`src/rtl/gd_iter_ctrl.sv`:
```
// gd_iter_ctrl: gradient-descent iteration controller for the polynomial
// function block. Launches an evaluation at x, takes the returned gradient,
// steps x by -(gradient >>> LR_SHIFT), and repeats until convergence,
// iteration limit, function overflow or handshake timeout.
// Optional feature macro: GD_BEST_TRACK_EN adds best_x/best_value tracking.
module gd_iter_ctrl #(
  parameter int                 LR_SHIFT       = 2,
  parameter logic signed [31:0] TOL            = 32'sd1,
  parameter int                 MAX_ITER       = 64,
  parameter int                 TIMEOUT_CYCLES = 1024
) (
  input  logic        clk,
  input  logic        rst,
  input  logic        start,
  input  logic [31:0] x_init,
  output logic        func_start,
  output logic [31:0] func_x,
  input  logic        func_done,
  input  logic [63:0] func_gradient,
  input  logic [63:0] func_value,
  input  logic        func_overflow,
  output logic        busy,
  output logic        done,
  output logic        converged,
  output logic        error,
  output logic        sat,
  output logic [31:0] x_out,
  output logic [63:0] value_out,
  output logic [15:0] iter_count
`ifdef GD_BEST_TRACK_EN
  ,output logic [31:0] best_x,
  output logic [63:0] best_value
`endif
);

  typedef enum logic [2:0] {IDLE, LAUNCH, WAIT, UPDATE, GAP, FIN} state_t;

  localparam logic signed [63:0] S32_MAX = 64'sh0000_0000_7FFF_FFFF;
  localparam logic signed [63:0] S32_MIN = 64'shFFFF_FFFF_8000_0000;
  localparam logic [31:0]        T_LAST  = 32'(TIMEOUT_CYCLES - 1);
  localparam logic [15:0]        ITER_LIM = 16'(MAX_ITER);

  state_t             state;
  logic signed [31:0] x;
  logic signed [63:0] grad_q;
  logic [63:0]        val_q;
  logic               ovf_q;
  logic [31:0]        timer;

  logic signed [63:0] step64;
  logic signed [31:0] step, step_abs, x_next;
  logic               step_sat, x_sat;
  logic [32:0]        diff;

  assign step64 = grad_q >>> LR_SHIFT;

  // Step/x arithmetic for the UPDATE decision: clamp step to 32 bits, then
  // form x - step in 33 bits and clamp back to the signed 32-bit range.
  always_comb begin
    step_sat = 1'b0;
    step     = step64[31:0];
    if (step64 > S32_MAX) begin
      step     = 32'sh7FFF_FFFF;
      step_sat = 1'b1;
    end else if (step64 < S32_MIN) begin
      step     = 32'sh8000_0000;
      step_sat = 1'b1;
    end
    // most-negative step has no positive twin; treat its magnitude as max
    if (step == 32'sh8000_0000) step_abs = 32'sh7FFF_FFFF;
    else if (step[31])          step_abs = -step;
    else                        step_abs = step;
    diff   = {x[31], x} - {step[31], step};
    x_sat  = diff[32] != diff[31];
    x_next = x_sat ? (diff[32] ? 32'sh8000_0000 : 32'sh7FFF_FFFF) : diff[31:0];
  end

`ifdef GD_BEST_TRACK_EN
  logic best_vld;
`endif

  // Main control FSM; all outputs are registered here.
  always_ff @(posedge clk or posedge rst) begin
    if (rst) begin
      state      <= IDLE;
      x          <= '0;
      grad_q     <= '0;
      val_q      <= '0;
      ovf_q      <= 1'b0;
      timer      <= '0;
      func_start <= 1'b0;
      func_x     <= '0;
      busy       <= 1'b0;
      done       <= 1'b0;
      converged  <= 1'b0;
      error      <= 1'b0;
      sat        <= 1'b0;
      x_out      <= '0;
      value_out  <= '0;
      iter_count <= '0;
`ifdef GD_BEST_TRACK_EN
      best_vld   <= 1'b0;
      best_x     <= '0;
      best_value <= '0;
`endif
    end else begin
      done <= 1'b0;
      case (state)
        IDLE: if (start) begin
          x          <= x_init;
          converged  <= 1'b0;
          error      <= 1'b0;
          sat        <= 1'b0;
          iter_count <= '0;
          busy       <= 1'b1;
`ifdef GD_BEST_TRACK_EN
          best_vld   <= 1'b0;
          best_x     <= '0;
          best_value <= '0;
`endif
          state      <= LAUNCH;
        end
        LAUNCH: begin
          func_start <= 1'b1;
          func_x     <= x;
          timer      <= '0;
          state      <= WAIT;
        end
        WAIT: begin
          if (func_done) begin
            grad_q     <= func_gradient;
            val_q      <= func_value;
            ovf_q      <= func_overflow;
            iter_count <= iter_count + 16'd1;
            func_start <= 1'b0;
            state      <= UPDATE;
          end else if (timer == T_LAST) begin
            func_start <= 1'b0;
            error      <= 1'b1;
            x_out      <= x;
            value_out  <= val_q;
            done       <= 1'b1;
            state      <= FIN;
          end else begin
            timer <= timer + 32'd1;
          end
        end
        UPDATE: begin
          if (ovf_q) begin
            error     <= 1'b1;
            x_out     <= x;
            value_out <= val_q;
            done      <= 1'b1;
            state     <= FIN;
          end else begin
`ifdef GD_BEST_TRACK_EN
            if (!best_vld || ($signed(val_q) < $signed(best_value))) begin
              best_vld   <= 1'b1;
              best_x     <= x;
              best_value <= val_q;
            end
`endif
            if (step_sat) sat <= 1'b1;
            if (step_abs <= TOL) begin
              converged <= 1'b1;
              x_out     <= x;
              value_out <= val_q;
              done      <= 1'b1;
              state     <= FIN;
            end else begin
              x <= x_next;
              if (x_sat) sat <= 1'b1;
              if (iter_count == ITER_LIM) begin
                x_out     <= x_next;
                value_out <= val_q;
                done      <= 1'b1;
                state     <= FIN;
              end else begin
                timer <= '0;
                state <= GAP;
              end
            end
          end
        end
        GAP: begin
          // func_start is already low; relaunch once the block drops done
          if (!func_done) begin
            state <= LAUNCH;
          end else if (timer == T_LAST) begin
            error     <= 1'b1;
            x_out     <= x;
            value_out <= val_q;
            done      <= 1'b1;
            state     <= FIN;
          end else begin
            timer <= timer + 32'd1;
          end
        end
        FIN: begin
          busy  <= 1'b0;
          state <= IDLE;
        end
        default: state <= IDLE;
      endcase
    end
  end

endmodule

```
`config.mk`:
```
export PLATFORM = sky130hd
export DESIGN_NAME = gd_iter_ctrl
export DESIGN_NICKNAME = d
export VERILOG_FILES = /design/src/rtl/gd_iter_ctrl.sv
export SDC_FILE = /design/constraint.sdc
export NUM_CORES = 1
export LEC_CHECK = 0
export CAP_MARGIN = 10
export CELL_PAD_IN_SITES_DETAIL_PLACEMENT = 1
export CELL_PAD_IN_SITES_GLOBAL_PLACEMENT = 1
export CORE_MARGIN = 2
export CORE_UTILIZATION = 25
export CTS_BUF_LIST = sky130_fd_sc_hd__clkbuf_8
export CTS_CLUSTER_SIZE = 30
export DETAILED_ROUTE_END_ITERATION = 12
export GPL_ROUTABILITY_DRIVEN = 0
export PLACE_DENSITY = 0.66
export SLEW_MARGIN = 30
export SYNTH_ARGS = -nofsm -noshare
export SYNTH_HDL_FRONTEND = slang
export SYNTH_SLANG_ARGS = --single-unit
```
`constraint.sdc`:
```
create_clock -name clk -period 13.8 [get_ports clk]
set_clock_uncertainty 0.2 [all_clocks]
set_input_delay 4.14 -clock clk [delete_from_list [all_inputs] [get_ports clk]]
set_output_delay 4.14 -clock clk [all_outputs]
set_load 0.01 [all_outputs]
```
======== Yosys cells after proc, flatten, opt, wreduce, memory -nomap -nowiden ========
Cells that the tools add are included.
word-level totals
  flip-flop bits (word level) ............. 346
  input bits .............................. 165
  word-level logic and storage cells ...... 131
cells by class
  add/subtract/negate cells ............... 4
  order comparisons ....................... 3
  equal/unequal tests ..................... 20
  mux-type cells .......................... 70
  reduce and logical (&&, ||, !) cells .... 18
operator list
  operator                 number
  $mux W32                 21
  $mux W64                 6
  $pmux W64 S3             1
  $pmux W32 S4             1
  $pmux W32 S3             1
  $pmux W32 S2             1
  $gt A62 B32 Y1 const B   1
  $lt A62 B32 Y1 const B   1
  $sub A32 B32 Y33         1
  $add A32 B1 Y32 const B  1
  $eq A32 B10 Y1 const B   1
  $eq A32 B32 Y1 const B   1
  $le A32 B2 Y1 const B    1
  $mux W16                 2
  $neg A32 Y32             1
  $pmux W16 S2             1
  $mux W1                  25
  $ne A2 B2 Y1 const B     9
  $add A16 B1 Y16 const B  1
  $eq A16 B7 Y1 const B    1
  $pmux W3 S5              1
  $mux W3                  4
  $reduce_and A4 Y1        3
  $pmux W1 S2              4
  16 further kinds         25

======== Logic depth before layout (Yosys ltp) ========
  depth in word-level cells ............... 10
  mapped depth ............................ 24
  mapped depth without buffers ............ 18

======== Worst setup path before layout ========
Ideal clock, no wire load.
  kind .................................... input to register
  start point ............................. in func_done
  end point ............................... reg timer[18]
  library setup time ...................... 0.083 ns
  data arrival time ....................... 6.096 ns
  data required time ...................... 13.517 ns
  slack ................................... 7.421 ns
  cell stages on the path ................. 9
  cells stage by stage .................... clkbuf_1 -> o21ai_0 -> nand2b_1 -> clkbuf_1 -> o21ai_1 -> a211oi_1 -> clkbuf_1 -> nand2_1 -> o21ai_0
between the ends
  cells in the longest elaborated chain, start to end .. 2
  elaborated cells between the ends (all ways) .. 3
  classes of those cells .................. eq/ne: 2; reduce/logical: 1
ends and longest elaborated chain
  what                                  line  text
  from (decl)                           18    input logic func_done,
  $ne A2 B2 Y1 (no source line)         -
  $reduce_and A6 Y1 (no source line) *  -
  to (signal assigned)                  145   timer <= timer + 32'd1;
  to (signal assigned)                  196   timer <= timer + 32'd1;
  to (decl)                             48    logic [31:0] timer;
Every way passes the cells marked *; elsewhere a longest branch is shown, timed or not.
A chain may end at the register's enable or synchronous reset.

======== Worst setup path after layout ========
  start point ............................. reg grad_q[63]
  end point ............................... reg value_out[9]
between the ends
  cells in the longest elaborated chain, start to end .. 10
  elaborated cells between the ends (all ways) .. 14
  classes of those cells .................. add/sub: 1; order compare: 3; eq/ne: 2; mux: 7; reduce/logical: 1
ends and longest elaborated chain
  what                    line  text
  from (decl)             45    logic signed [63:0] grad_q;
  from (signal assigned)  131   grad_q <= func_gradient;
  $lt A62 B32 Y1          65    end else if (step64 < S32_MIN) begin
  $mux W32                65
  $mux W32 *              62    if (step64 > S32_MAX) begin
  $neg A32 Y32            71    else if (step[31]) step_abs = -step;
  $mux W32                71
  $mux W32 *              70    if (step == 32'sh8000_0000) step_abs = 32'sh7FFF_FFFF;
  $le A32 B2 Y1 *         164   if (step_abs <= TOL) begin
  $mux W64                164
  $mux W64                149   if (ovf_q) begin
  $pmux W64 S3            108   case (state)
  to (signal assigned)    152   value_out <= val_q;
  to (signal assigned)    167   value_out <= val_q;
  to (signal assigned)    175   value_out <= val_q;
  to (decl)               28    output logic [63:0] value_out,
Marked as above.

==> metrics.log <==
INFO  metric postCtsSetupBuffers = 0
INFO  metric detail_route.wirelength = ~64,000 µm
INFO  metric worst-path-buf-inv = 4
INFO  metric i_o_pin_total = around 320
INFO  metric core_area = around 73,000 µm²
INFO  metric rsz0062_at_grt = false
INFO  metric report.final.setup_viol = 0
INFO  metric grt_usage = 16.78%
INFO  metric areaGrowthSynthToFinish = 29.91%
INFO  metric cts_tree = yes
INFO  metric ys_seq_area_share = approximately 47%
INFO  metric max_cap_viol_count = 0
INFO  metric slew_at_the_pin_closest_to_its_max_slew_limit = ~0.82 ns
INFO  metric min_path_type = register to register
INFO  metric power.sequential.fraction = ~30%
INFO  metric largest_net_degree_at_the_start_of_global_routing = 75
INFO  metric drt.antenna.violating_nets = 0
INFO  metric route.detailed.drc = 0
INFO  metric routedLengthMet1 = around 28,000 µm
INFO  metric numCtsBuffers = 69
INFO  metric worstReg2RegStart = grad_q[63]
INFO  metric first_pass_grt_wire_length = between 90,000 and 100,000 µm
INFO  metric yosys-top-cells-area = sky130_fd_sc_hd__dfrtp_1 47%, sky130_fd_sc_hd__nand2_1 9.7%, sky130_fd_sc_hd__mux2_2 9.4%, sky130_fd_sc_hd__o21ai_0 2.9%, sky130_fd_sc_hd__ha_1 2.5%
INFO  metric cts.hold.buffers_added = 0
INFO  metric relSlewSlack = a little under half
INFO  metric critical_path_data_arrival_time = ~7.9 ns
INFO  metric cts_num_sinks = 344
INFO  metric die_h = ~270 µm
INFO  metric avgViaCountPerCell = 4.951
INFO  metric die_w = 274.6 µm
INFO  metric detailroute.via_count = between 15,000 and 20,000
INFO  metric port_buffers = roughly 310
INFO  metric antenna_found_initial = 8
INFO  metric syn-instance-count = 1,932
INFO  metric post_cts_resized = 0
INFO  metric cell_internal_pwr = roughly 3.5 mW
INFO  metric synth-async-reset-ratio = 100.0%
INFO  metric power.share.switching = around 45%
INFO  metric clkSlewWorstSetupHoldPaths = roughly 0.060 ns
INFO  metric p_sw = roughly 2.8 mW
INFO  metric top_layer = met5
INFO  metric critical-path-max-stage-delay = between 0.8 and 0.9 ns
INFO  metric grt_overflow = 0
INFO  metric timing.critical_path.to_type = register
INFO  metric number_of_register_bits_inferred_by_synthesis = approximately 340
INFO  metric initial_utilization = 25.18%
INFO  metric cp_data_required_time = approximately 14 ns
INFO  metric cp-startpoint = grad_q[63]
INFO  metric critical_path.cell_chain = clkinv_1 -> o21ai_0 -> nand2_1 -> inv_1 -> ha_1 -> nor3b_1 -> nand4_1 -> or4_1 -> nor2_1 -> a2111oi_0 -> or4_1 -> or4_4 -> a31oi_2 -> buf_4 -> o21ai_4 -> buf_4 -> mux2_2
INFO  metric share_comb_of_total_power = a little over half
INFO  metric run_status = finished, final reports clean
INFO  metric final_min_period_over_clock_period = a little over half
INFO  metric ctsHtreeMaxLevel = 3
INFO  metric synth-warning-count = 0
INFO  metric final_net_count = between 2,000 and 2,500
INFO  metric final-hold-violation-count = 0
INFO  metric crit_path_top_delay_cell = sky130_fd_sc_hd__clkinv_1
INFO  metric synth_area_leader_cell = sky130_fd_sc_hd__dfrtp_1
INFO  metric dpl.hpwl = between 40,000 and 50,000 µm
INFO  metric total_power = about 6.3 mW
INFO  metric routed_wire_length_per_instance = about 20 µm
INFO  metric yosys.cell_types.count = 79
INFO  metric met2RoutedLength = about 30,000 µm
INFO  metric final_common_cell = sky130_fd_sc_hd__nand2_1
INFO  metric p_leak = ~10 nW
INFO  metric area_share_of_the_largest_cell_type_after_synthesis = 47.01%
INFO  metric drt-initial-drc-count = 859
INFO  metric synth_area_per_cell = about 9.5 µm²
INFO  metric drt_first_pass_iters = 7
INFO  metric period_minus_slack = around 7.5 ns
INFO  metric synth_flop_cell = sky130_fd_sc_hd__dfrtp_1
INFO  metric syn_area = ~18,000 µm²
INFO  metric max-clock-path-buffers = 3
INFO  metric vdd_drop_max = approximately 150 µV
INFO  metric slew_violations = 0
INFO  metric power_density = ~270 nW/µm²
INFO  metric die_area = roughly 75,000 µm²
INFO  metric worst-setup-path-type = register to register
INFO  metric met3RoutedLength = approximately 4700 µm
INFO  metric fillerInstances = about 8,300
INFO  metric synthesis.nets = 2,134
INFO  metric timing.hold.worst.start = val_q[38]
INFO  metric timing.setup.tns = 0 ns
INFO  metric grt_pass1_vias = approximately 17,000
INFO  metric layout.cells.most_common_list = 474 x sky130_fd_sc_hd__nand2_1, 344 x sky130_fd_sc_hd__dfrtp_1, 312 x sky130_fd_sc_hd__clkdlybuf4s50_1, 153 x sky130_fd_sc_hd__mux2_2, 105 x sky130_fd_sc_hd__o21ai_0
INFO  metric cts_root_buffer = sky130_fd_sc_hd__clkbuf_8
INFO  metric clk-insertion-delay-late = approximately 0.64 ns
INFO  metric number_of_enable_type_register_cells_in_the_synthesized_netlist = 0
INFO  metric std_cell_rows = 99
INFO  metric achievable-frequency = between 0.1 and 0.15 GHz
INFO  metric insertedDiodeCount = 0
INFO  metric drive_above_1_share = between 10% and 20%
INFO  metric crit_path_max_fanout = 42
INFO  metric p_clk_share = about 16%
INFO  metric critical_path.startpoint_type = register
INFO  metric critical-path-top-delay-family = simple AND/OR/NAND/NOR gates
per-layer routing:
metal | up-vias | global-route usage, %
met5 | - | 0
met4 | 16 | 5.521
met3 | 121 | 5.577
met2 | 406 | 26.82
met1 | 8044 | 21.28
li1 | 7434 | -
per-stage QoR:
stage	std cells	hold slack, ns	setup slack [ns]	cell area (µm²)	util, %
final	3236	0.2721	6.254	23790	32.71
after global routing	3236	0.2901	5.665	23790	32.71
after CTS	3236	0.2764	6.334	23770	32.69
after detailed placement	3118	0.2628	6.386	22480	30.92
after global placement	3116	0.2541	6.041	22420	30.84
after floorplan	1932	0.2417	4.858	18310	-
worst paths after layout:
| check | cells after the start | slack (ns) | to |
|---|---|---|---|
| hold / removal | 2 | 0.27 | val_q[38] |
| setup / recovery | 17 | 6.25 | value_out[9] |
| setup reg to reg | 17 | 6.25 | value_out[9] |
| max in group asynchronous | 4 | 7.74 | grad_q[56] |
| min in group asynchronous | 2 | 3.68 | value_out[24] |
| hold reg to reg | 2 | 0.27 | val_q[38] |
synth_stat cells (8+ instances only):
master,number
sky130_fd_sc_hd__mux2_2,153
sky130_fd_sc_hd__a31oi_1,21
sky130_fd_sc_hd__xnor2_1,22
sky130_fd_sc_hd__nor2b_1,8
sky130_fd_sc_hd__and3_1,18
sky130_fd_sc_hd__inv_1,45
sky130_fd_sc_hd__a21oi_1,66
sky130_fd_sc_hd__a21o_1,21
sky130_fd_sc_hd__mux2_4,24
sky130_fd_sc_hd__o211ai_1,9
sky130_fd_sc_hd__o41ai_1,37
sky130_fd_sc_hd__or4_1,15
sky130_fd_sc_hd__buf_1,8
sky130_fd_sc_hd__buf_2,11
sky130_fd_sc_hd__dfrtp_1,344
sky130_fd_sc_hd__o21ai_0,106
sky130_fd_sc_hd__o31ai_1,11
sky130_fd_sc_hd__clkbuf_1,91
sky130_fd_sc_hd__nor2_1,104
sky130_fd_sc_hd__o21a_1,9
sky130_fd_sc_hd__nand2b_1,9
sky130_fd_sc_hd__nor4_1,23
sky130_fd_sc_hd__mux2i_1,20
sky130_fd_sc_hd__nor3_1,31
sky130_fd_sc_hd__nand3_1,24
sky130_fd_sc_hd__nand4_1,30
sky130_fd_sc_hd__xor2_1,21
sky130_fd_sc_hd__or3_1,16
sky130_fd_sc_hd__nand2_1,475
sky130_fd_sc_hd__ha_1,36
cell families after synthesis:
family / share of synthesized area, %
AOI/OAI and AO/OA: 12.85
xor gates and xnor gates: 2.057
adders and majority gates: 2.897
buffers and inverters: 3.519
DFF: 47.01
muxes: 12.47
and+or+nand+nor: 19.19
worst reg2reg max path, cell delays in order, from the launching register on:
cell	delay, ns
sky130_fd_sc_hd__dfrtp_1	0.81
sky130_fd_sc_hd__clkinv_1	0.82
sky130_fd_sc_hd__o21ai_0	0.55
sky130_fd_sc_hd__nand2_1	0.26
sky130_fd_sc_hd__inv_1	0.11
sky130_fd_sc_hd__ha_1	0.26
sky130_fd_sc_hd__nor3b_1	0.33
sky130_fd_sc_hd__nand4_1	0.36
sky130_fd_sc_hd__or4_1	0.64
sky130_fd_sc_hd__nor2_1	0.12
sky130_fd_sc_hd__a2111oi_0	0.10
sky130_fd_sc_hd__or4_1	0.56
sky130_fd_sc_hd__or4_4	0.57
sky130_fd_sc_hd__a31oi_2	0.18
sky130_fd_sc_hd__buf_4	0.43
sky130_fd_sc_hd__o21ai_4	0.29
sky130_fd_sc_hd__buf_4	0.37
sky130_fd_sc_hd__mux2_2	0.47
power groups by stage:
stage          Sequential (mW)  Clock, mW  Combinational [mW]
6_report                  1.86       1.01                3.44
5_1_grt                   1.93       1.10                3.77
4_1_cts                   1.86       1.06                3.45
3_5_place_dp              1.88          0                3.43
3_3_place_gp              1.85          0                3.31
2_1_floorplan             1.77          0                2.17
layout make-up:
type / instances / area, µm² / share of cell area [%]
clock inverter: 39 / 205.2 / 0.8627
clock buffer: 79 / 1087 / 4.571
sequential: 344 / 8608 / 36.19
tap: 959 / 1200 / 5.044
multi-input combinational: 1428 / 9121 / 38.35
timing repair buffer: 341 / 3388 / 14.24
inverter: 46 / 176.4 / 0.7417
flip-flops by register name (all words and copies together) (netlist names), 3 cells and up:
register    count
val_q          64
timer          32
value_out      64
x              32
x_out          32
grad_q         62
state           3
iter_count     16
func_x         32
Note: power is estimated with default switching activity, not from simulation.
